## src/rtl/iir_ch_sched.sv

```systemverilog
// Channel-multiplexed sequencer for y[n] = B0*x[n] + A1_NEG*y[n-1] over shared external FP mult/add.
// Optional build macro IIR_CH_SCHED_FLUSH_EN adds a flush input that clears all channel state.
module iir_ch_sched #(
  parameter int MAN = 23,
  parameter int EXP = 8,
  parameter int NCH = 4,
  parameter logic [MAN+EXP:0] B0     = 32'h75d2d845,
  parameter logic [MAN+EXP:0] A1_NEG = 32'h745d4952,
  localparam int W  = MAN + EXP + 1,
  localparam int CW = (NCH > 1) ? $clog2(NCH) : 1
) (
  input  logic          clk,
  input  logic          rst_n,
  input  logic          in_valid,
  output logic          in_ready,
  input  logic [CW-1:0] in_ch,
  input  logic [W-1:0]  in_x,
`ifdef IIR_CH_SCHED_FLUSH_EN
  input  logic          flush,
`endif
  output logic [W-1:0]  mul_a,
  output logic [W-1:0]  mul_b,
  input  logic [W-1:0]  mul_p,
  output logic [W-1:0]  add_a,
  output logic [W-1:0]  add_b,
  input  logic [W-1:0]  add_s,
  output logic          out_valid,
  output logic [CW-1:0] out_ch,
  output logic [W-1:0]  out_y,
  output logic          drop
);

  typedef enum logic [2:0] {
    S_IDLE,
    S_MULX,
    S_MULY,
    S_ADD
`ifdef IIR_CH_SCHED_FLUSH_EN
    , S_FLUSH
`endif
  } st_t;

  st_t           st;
  logic [CW-1:0] ch_p0;
  logic [W-1:0]  yz_p1;
  logic [W-1:0]  y_mem [NCH];
  logic          ch_ok;
`ifdef IIR_CH_SCHED_FLUSH_EN
  logic [CW-1:0] fl_cnt;
`endif

  // Zero-extend so the range test stays meaningful when NCH is a power of two.
  assign ch_ok = ({1'b0, in_ch} < (CW+1)'(NCH));

  // Operands are registered one state ahead so they are stable for the whole cycle that uses them.
  always_ff @(posedge clk or negedge rst_n) begin
    if (!rst_n) begin
      st        <= S_IDLE;
      for (int i = 0; i < NCH; i++) y_mem[i] <= '0;
      ch_p0     <= '0;
      yz_p1     <= '0;
      in_ready  <= 1'b1;
      out_valid <= 1'b0;
      drop      <= 1'b0;
      out_ch    <= '0;
      out_y     <= '0;
      mul_a     <= '0;
      mul_b     <= '0;
      add_a     <= '0;
      add_b     <= '0;
`ifdef IIR_CH_SCHED_FLUSH_EN
      fl_cnt    <= '0;
`endif
    end else begin
      out_valid <= 1'b0;
      drop      <= 1'b0;
      mul_a     <= '0;
      mul_b     <= '0;
      add_a     <= '0;
      add_b     <= '0;
      case (st)
        // p0: accept sample, stage x*B0 operands
        S_IDLE: begin
`ifdef IIR_CH_SCHED_FLUSH_EN
          if (flush) begin
            st       <= S_FLUSH;
            in_ready <= 1'b0;
            fl_cnt   <= '0;
          end else
`endif
          if (in_valid) begin
            ch_p0 <= in_ch;
            if (ch_ok) begin
              st       <= S_MULX;
              in_ready <= 1'b0;
              mul_a    <= B0;
              mul_b    <= in_x;
            end else begin
              drop <= 1'b1;
            end
          end
        end
        // p1: capture B0*x, stage feedback product
        S_MULX: begin
          yz_p1 <= mul_p;
          mul_a <= A1_NEG;
          mul_b <= y_mem[ch_p0];
          st    <= S_MULY;
        end
        // p2: capture feedback product straight into the adder operand
        S_MULY: begin
          add_a <= yz_p1;
          add_b <= mul_p;
          st    <= S_ADD;
        end
        // p3: write back and emit
        S_ADD: begin
          y_mem[ch_p0] <= add_s;
          out_y        <= add_s;
          out_ch       <= ch_p0;
          out_valid    <= 1'b1;
          in_ready     <= 1'b1;
          st           <= S_IDLE;
        end
`ifdef IIR_CH_SCHED_FLUSH_EN
        S_FLUSH: begin
          y_mem[fl_cnt] <= '0;
          if (fl_cnt == CW'(NCH - 1)) begin
            st       <= S_IDLE;
            in_ready <= 1'b1;
          end else begin
            fl_cnt <= fl_cnt + 1'b1;
          end
        end
`endif
        default: begin
          st       <= S_IDLE;
          in_ready <= 1'b1;
        end
      endcase
    end
  end

endmodule

```

## config.mk

```make
export PLATFORM = sky130hd
export DESIGN_NAME = iir_ch_sched
export DESIGN_NICKNAME = d
export VERILOG_FILES = /design/src/rtl/iir_ch_sched.sv
export SDC_FILE = /design/constraint.sdc
export NUM_CORES = 1
export LEC_CHECK = 0
export CORE_AREA = 5 5 160 162
export DETAILED_ROUTE_END_ITERATION = 7
export DIE_AREA = 0 0 165 167
export PLACE_DENSITY_LB_ADDON = 0.15
export REMOVE_ABC_BUFFERS = 1
export SLEW_MARGIN = 25
export SYNTH_ARGS = -nofsm -noshare
export SYNTH_HDL_FRONTEND = slang
export SYNTH_SLANG_ARGS = --single-unit
```

## constraint.sdc

```tcl
create_clock -name clk -period 2.2 [get_ports clk]
set_clock_uncertainty 0.05 [all_clocks]
set_input_delay 0.33 -clock clk [delete_from_list [all_inputs] [get_ports clk]]
set_output_delay 0.33 -clock clk [all_outputs]
set_load 0.05 [all_outputs]
```

==> flow_summary.json, run 1 <==
{
  "design.core.area_mm2": 0.02396,
  "nets": 1073,
  "fp.dieW_um": 165,
  "routed_wirelength_um": 26300,
  "grt_usage": 0.1901,
  "syn_avg_cell_area_um2": 16.36,
  "dieHeight_um": 167,
  "drtAntennaViolNets": 0,
  "grt_max_degree": 65,
  "h-tree-depth": 1,
  "tightest_slew_ns": 0.8560,
  "crit_fanout": 1,
  "ir_worst_vdd_uv": 988.6,
  "required_ns": 1.82,
  "viasPerCell": 5.218,
  "die_area_mm2": 0.02756,
  "cts_tree": "built",
  "status": "complete, no violations",
  "power_density_mw_per_mm2": 1704,
  "numCtsBuffers": 31,
  "hold_path_class": "input port to async pin",
  "grt_pass1_wl_um": 41810,
  "fmax_mhz": 473.9,
  "antenna_found_initial": 1,
  "clk_path_buf_depth": 3,
  "setup-tns-final_ns": 0,
  "yosysWarnings": 0,
  "gp_congestion": 0.7565,
  "path_depth": 1,
  "hold_viol_final": 0,
  "seq_area_frac_synth": 0.6361,
  "gr-total-overflow": 0,
  "drv_slew": 0,
  "drt_first_pass_iters": 4,
  "rsz0062_at_grt": "no",
  "wire_per_inst_um": 20.00,
  "num_rows": 57,
  "area_growth_pct": 33.28,
  "critPathSlowestCell": "clkdlybuf4s50_1",
  "clk_latency_ns": 0.54,
  "dp_cells": 1257,
  "io_pins": 266,
  "crit_family": "buffers and inverters",
  "root_buffer": "clkbuf_16",
  "start_kind": "flip-flop",
  "grt_pass1_vias": 7352,
  "setup_viol": 0,
  "dp_hpwl_um": 17610,
  "min_period_ns": 2.110,
  "maxSlewHeadroom": 0.4293,
  "finalCritPeriodShare": 0.9592,
  "reg2regPathDepth": 4,
  "p_leak_uw": 0.006813,
  "vias": 6862,
  "ys_types": 24,
  "drtIter0Drc": 335,
  "end_kind": "output pin",
  "critPathBufInv": 1,
  "syn_area_mm2": 0.01177,
  "initial_utilization": 0.4910,
  "postSynthCellCount": 719,
  "maxCapViolations": 0,
  "drive_gt1_frac": 0.3182,
  "clk_pin_slew_worst_paths_ns": 0.06,
  "io_buffers": 254,
  "cts_setup_buffers": 0,
  "final_cells": 1315,
  "ys_seq_elements": 299,
  "path_cells": "clkdlybuf4s50_1",
  "critPathKind": "flip-flop to output pin",
  "cts_sinks": 299,
  "cp_slowest_stage_delay_ns": 0.87,
  "drt_drc_violations_left": 0,
  "cp.arrival_ns": 1.73
}
==> layout make-up <==
cell class              instances  area [µm²]
multi-input cells             351        3880
inverters                       3       11.26
fillers                      1807        8283
repair buffers                281        2848
diodes                          1       2.502
clock inverters                 9       131.4
well taps                     324       405.4
flip-flops and latches        299        7486
clock buffers                  47       915.9
==> final timing paths <==
| kind | slack [ns] | endpoint | from |
|---|---|---|---|
| max | 0.09 | mul_b[20] | mul_b[20] |
| min | 0.24 | y_mem[16] | rst_n |
| max reg2reg | 0.33 | y_mem[100] | st[0] |
| min reg2reg | 0.42 | add_a[23] | yz_p1[23] |
| max in group asynchronous | 1.20 | in_ready | rst_n |
| min in group clk | 0.25 | in_ready | in_valid |
==> synth_stat cells <==
cell type    n  share of area
a31o_2       1        0.00074
a32o_1      32          0.027
and2_1      64          0.034
buf_1        1        0.00032
buf_2       20         0.0085
buf_4       33          0.021
buf_6        3         0.0029
clkbuf_1    19         0.0061
conb_1       1        0.00032
dfrtp_1    298           0.63
dfstp_2      1         0.0022
ha_1         5         0.0053
inv_1        3        0.00096
mux2_1       2         0.0019
mux2_2     195           0.19
mux4_2      32          0.061
nand2_1      1        0.00032
nand2b_1     2         0.0011
nand3_1      1        0.00042
nand3b_1     1        0.00064
nand3b_4     1         0.0017
nor3b_2      1         0.0011
o22a_1       1        0.00074
o2bb2ai_1    1        0.00074
==> where the power goes <==
group	switching (µW)	leakage, µW	total [µW]	internal, µW
registers	1130	0.00367	9150	8020
clock network	2090	0.000516	5300	3210
logic	6860	0.00263	12300	5410
==> worst reg2reg max path, stage by stage (launching register included) <==
cell and delay, ns:
dfrtp_1 0.45, ha_2 0.31, nor3b_4 0.22, buf_4 0.32
mux2_2 0.40
==> sequential cells by signal, indices dropped and copies added, names as in the netlist, 3 cells and up <==
signal and flops:
y_mem 128, add_a 32, add_b 32, mul_b 32
out_y 32, yz_p1 32, mul_a 3
==> layout by cell type (no fill, tap or decap), drive strengths merged <==
master and count:
conb 11, dfrtp 298, mux2 197, clkbuf 47
dlymetal6s2s 5, bufinv 3, dlygate4sd2 16, ha 5
o22a 1, nor3b 1, and2 64, clkinv 5
clkdlybuf4s50 229, diode 1, dfstp 1, o2bb2ai 1
mux4 32, a32o 32, nand2 1, buf 30
nand2b 2, nand3b 2, inv 4, nand3 1
dlygate4sd3 1, a31o 1
==> logic make-up (layout without fill, tap and decap cells) <==
group                      count (synthesis)  in the layout  synth area share
muxes                                    229            229            0.2498
adders and majority gates                  5              5          0.005317
buffers and inverters                     79            340           0.03977
DFF                                      299            299            0.6361
other                                      1             12         0.0003187
AOI/OAI and AO/OA                         35             35           0.02946
and+or+nand+nor                           71             71           0.03924
==> through the flow <==
stage               setup slack, ns  instance area [µm²]    util  hold slack [ns]  total power [µW]
CTS                       0.0001961                15670  0.6537           0.2216             27030
global route                0.02861                15680  0.6542           0.2700             28110
detailed placement           0.3495                14630  0.6104           0.2229             21700
floorplan                    -1.365                11350       -         -0.01559             17490
finish                      0.08979                15680  0.6543           0.2364             26720
global placement             0.4126                14630  0.6104           0.2258             21470
==> layer usage <==
layer / global-route usage / vias to the layer above / share of wire
met3: 0.04597 / 44 / 0.080
met1: 0.2712 / 3542 / 0.45
met4: 0.03870 / 0 / 0.020
li1: - / 3036 / -
met2: 0.3008 / 240 / 0.45
met5: 0 / - / 0
==> what timing repair did <==
item                                    4_1_cts  5_1_grt
hold endpoints to repair                     94        0
hold buffers                                  1        0
endpoints found under the setup margin       19        5
resized for setup                            16        5
cloned                                        0        0
No activity file was read; power rests on OpenSTA's default activity.
==> run 2, diff against run 1 <==
Settings changed: CORE_AREA 5 5 160 162 to 5 5 205 207, DIE_AREA 0 0 165 167 to 0 0 210 212.
==> run 2 against run 1 <==
Sequential power up 0.8%; via count is 0.23% higher; clock power rose by 18%; worst setup slack got worse by 0.011 ns; first-iteration DRC count down 42%; critical endpoint is now mul_b[24].
==> flow_summary.json, run 2 (synthesis results as in run 1) <==
{
  "drtIter0Drc": 194,
  "p_leak_uw": 0.006914,
  "r2r-end": "y_mem[116]",
  "hold_viol_final": 0,
  "cp.arrival_ns": 1.74,
  "grt_pass1_wl_um": 46910,
  "maxSlewHeadroom": 0.4049,
  "grt_usage": 0.1359,
  "switching_share": 0.3743,
  "required_ns": 1.82,
  "gp_congestion": 0.6883,
  "critPathKind": "flip-flop to output pin",
  "cts_tree": "built",
  "h-tree-depth": 2,
  "io_buffers": 254,
  "dp_cells": 1469,
  "routed_wirelength_um": 29940,
  "io_pins": 266,
  "tightest_slew_ns": 0.8926,
  "reg2regPathDepth": 4,
  "path_cells": "clkdlybuf4s50_1",
  "fp.dieW_um": 210,
  "nets": 1083,
  "min_period_ns": 2.121,
  "hold_path_depth": 3,
  "antenna_found_initial": 1,
  "design_area_mm2": 0.01622,
  "largest_reg_flops": 128,
  "num_rows": 74,
  "regToRegStartpoint": "st[0]",
  "grt_pass1_vias": 7452,
  "clk_latency_ns": 0.54,
  "hp-start": "in_valid",
  "clk_pin_slew_worst_paths_ns": 0.06,
  "root_buffer": "clkbuf_16",
  "crit_family": "buffers and inverters",
  "status": "complete, no violations",
  "critPathBufInv": 1,
  "hold_path_class": "input port to flip-flop",
  "grt_max_degree": 65,
  "critPathSlowestCell": "clkdlybuf4s50_1",
  "cts_sinks": 299,
  "drt_first_pass_iters": 4,
  "min_to": "mul_a[24]",
  "die_area_mm2": 0.04452,
  "largest_register": "y_mem",
  "setup_viol": 0,
  "post_dp_cell_area_mm2": 0.01499,
  "power_frac_comb": 0.444,
  "dieHeight_um": 212,
  "rsz0062_at_grt": "no",
  "power_density_mw_per_mm2": 1713,
  "drt_drc_violations_left": 0,
  "dp_hpwl_um": 20000,
  "final_cells": 1536,
  "p_sw_uw": 10400,
  "drv_slew": 0,
  "final_cell_mix": "dfrtp_1 (296), clkdlybuf4s50_1 (228), mux2_2 (195)",
  "clock_power_share": 0.224,
  "end_kind": "output pin",
  "p_seq_frac": 0.332,
  "initial_utilization": 0.2928,
  "drtAntennaViolNets": 0,
  "start_kind": "flip-flop",
  "area_growth_pct": 37.88,
  "crit_fanout": 1,
  "vias": 6878,
  "ir_worst_vdd_uv": 772.4,
  "finalCritPeriodShare": 0.9642,
  "wire_per_inst_um": 19.49,
  "layout_commonest_cell": "dfrtp_1",
  "gr-total-overflow": 0,
  "viasPerCell": 4.478,
  "clk_path_buf_depth": 3,
  "regToRegSetupSlack_ns": 0.36,
  "drive_gt1_frac": 0.3250,
  "design.core.area_mm2": 0.04018,
  "maxCapViolations": 0,
  "p_int_uw": 17390,
  "cp_slowest_stage_delay_ns": 0.83,
  "postLayoutCoreUtil": 0.4037,
  "numCtsBuffers": 37,
  "fmax_mhz": 471.4
}
[run 2: cell types whose count changed in the layout (fill, tap and decap cells not counted), moves of 2 or more]
cell and delta:
clkbuf_16 +8, clkbuf_8 -3, clkinv_2 +3, dlygate4sd2_1 +6, buf_4 -2, clkinv_4 -2, dlymetal6s2s_1 -4, buf_12 +5
[run 2: per-stage QoR]
stage	setup TNS, ns	hold slack [ns]	worst slack [ns]	power [µW]
floorplan	-160.93	-0.01559	-1.365	17490
global placement	0	0.2661	0.3856	21870
detailed placement	0	0.2629	0.3725	22000
CTS	0	0.1914	0.002568	28320
global route	0	0.2227	0.01040	29330
finish	0	0.2101	0.07880	27790
[run 2: routing by layer]
metal / GRT usage / vias up / part of all wire
met5: 0 / - / 0
met4: 0.03465 / 0 / 0.014
met3: 0.04323 / 36 / 0.069
met2: 0.2075 / 225 / 0.45
met1: 0.1897 / 3557 / 0.47
li1: - / 3060 / -
[run 2: area by class of cell]
class	instances	area [µm²]
fillers	3836	23960
flip-flops and latches	299	7488
multi-input cells	351	3880
repair buffers	285	2925
clock buffers	53	1079
well taps	532	665.6
clock inverters	12	170.2
inverters	3	11.26
diodes	1	2.502
[run 2: tightest hold or removal path: stages]
cell and delay, ns:
buf_2 0.18, nand2_1 0.18, inv_1 0.05
[run 2: what timing repair did]
action,CTS,global route
resized for setup,22,1
pin swaps,0,0
endpoints found under the hold margin,49,0
setup endpoints to repair,22,1
hold buffers,1,0
setup buffers,0,0
[run 2: power by group through the flow]
stage / Combinational (µW) / Sequential, µW / Clock (µW)
global route: 13100 / 9550 / 6690
floorplan: 4580 / 12900 / 0
CTS: 12600 / 9260 / 6480
detailed placement: 12700 / 9340 / 0
finish: 12300 / 9220 / 6240
global placement: 12600 / 9310 / 0
[run 2: worst max-delay path by stage]
stage	start	depth (start not counted)	to
after floorplan	ch_p0[0]	2	y_mem[0]
after global placement	ch_p0[0]	3	mul_b[6]
after detailed placement	ch_p0[0]	3	mul_b[24]
after CTS	out_y[29]	1	out_y[29]
after global routing	mul_b[23]	1	mul_b[23]
final	mul_b[24]	1	mul_b[24]
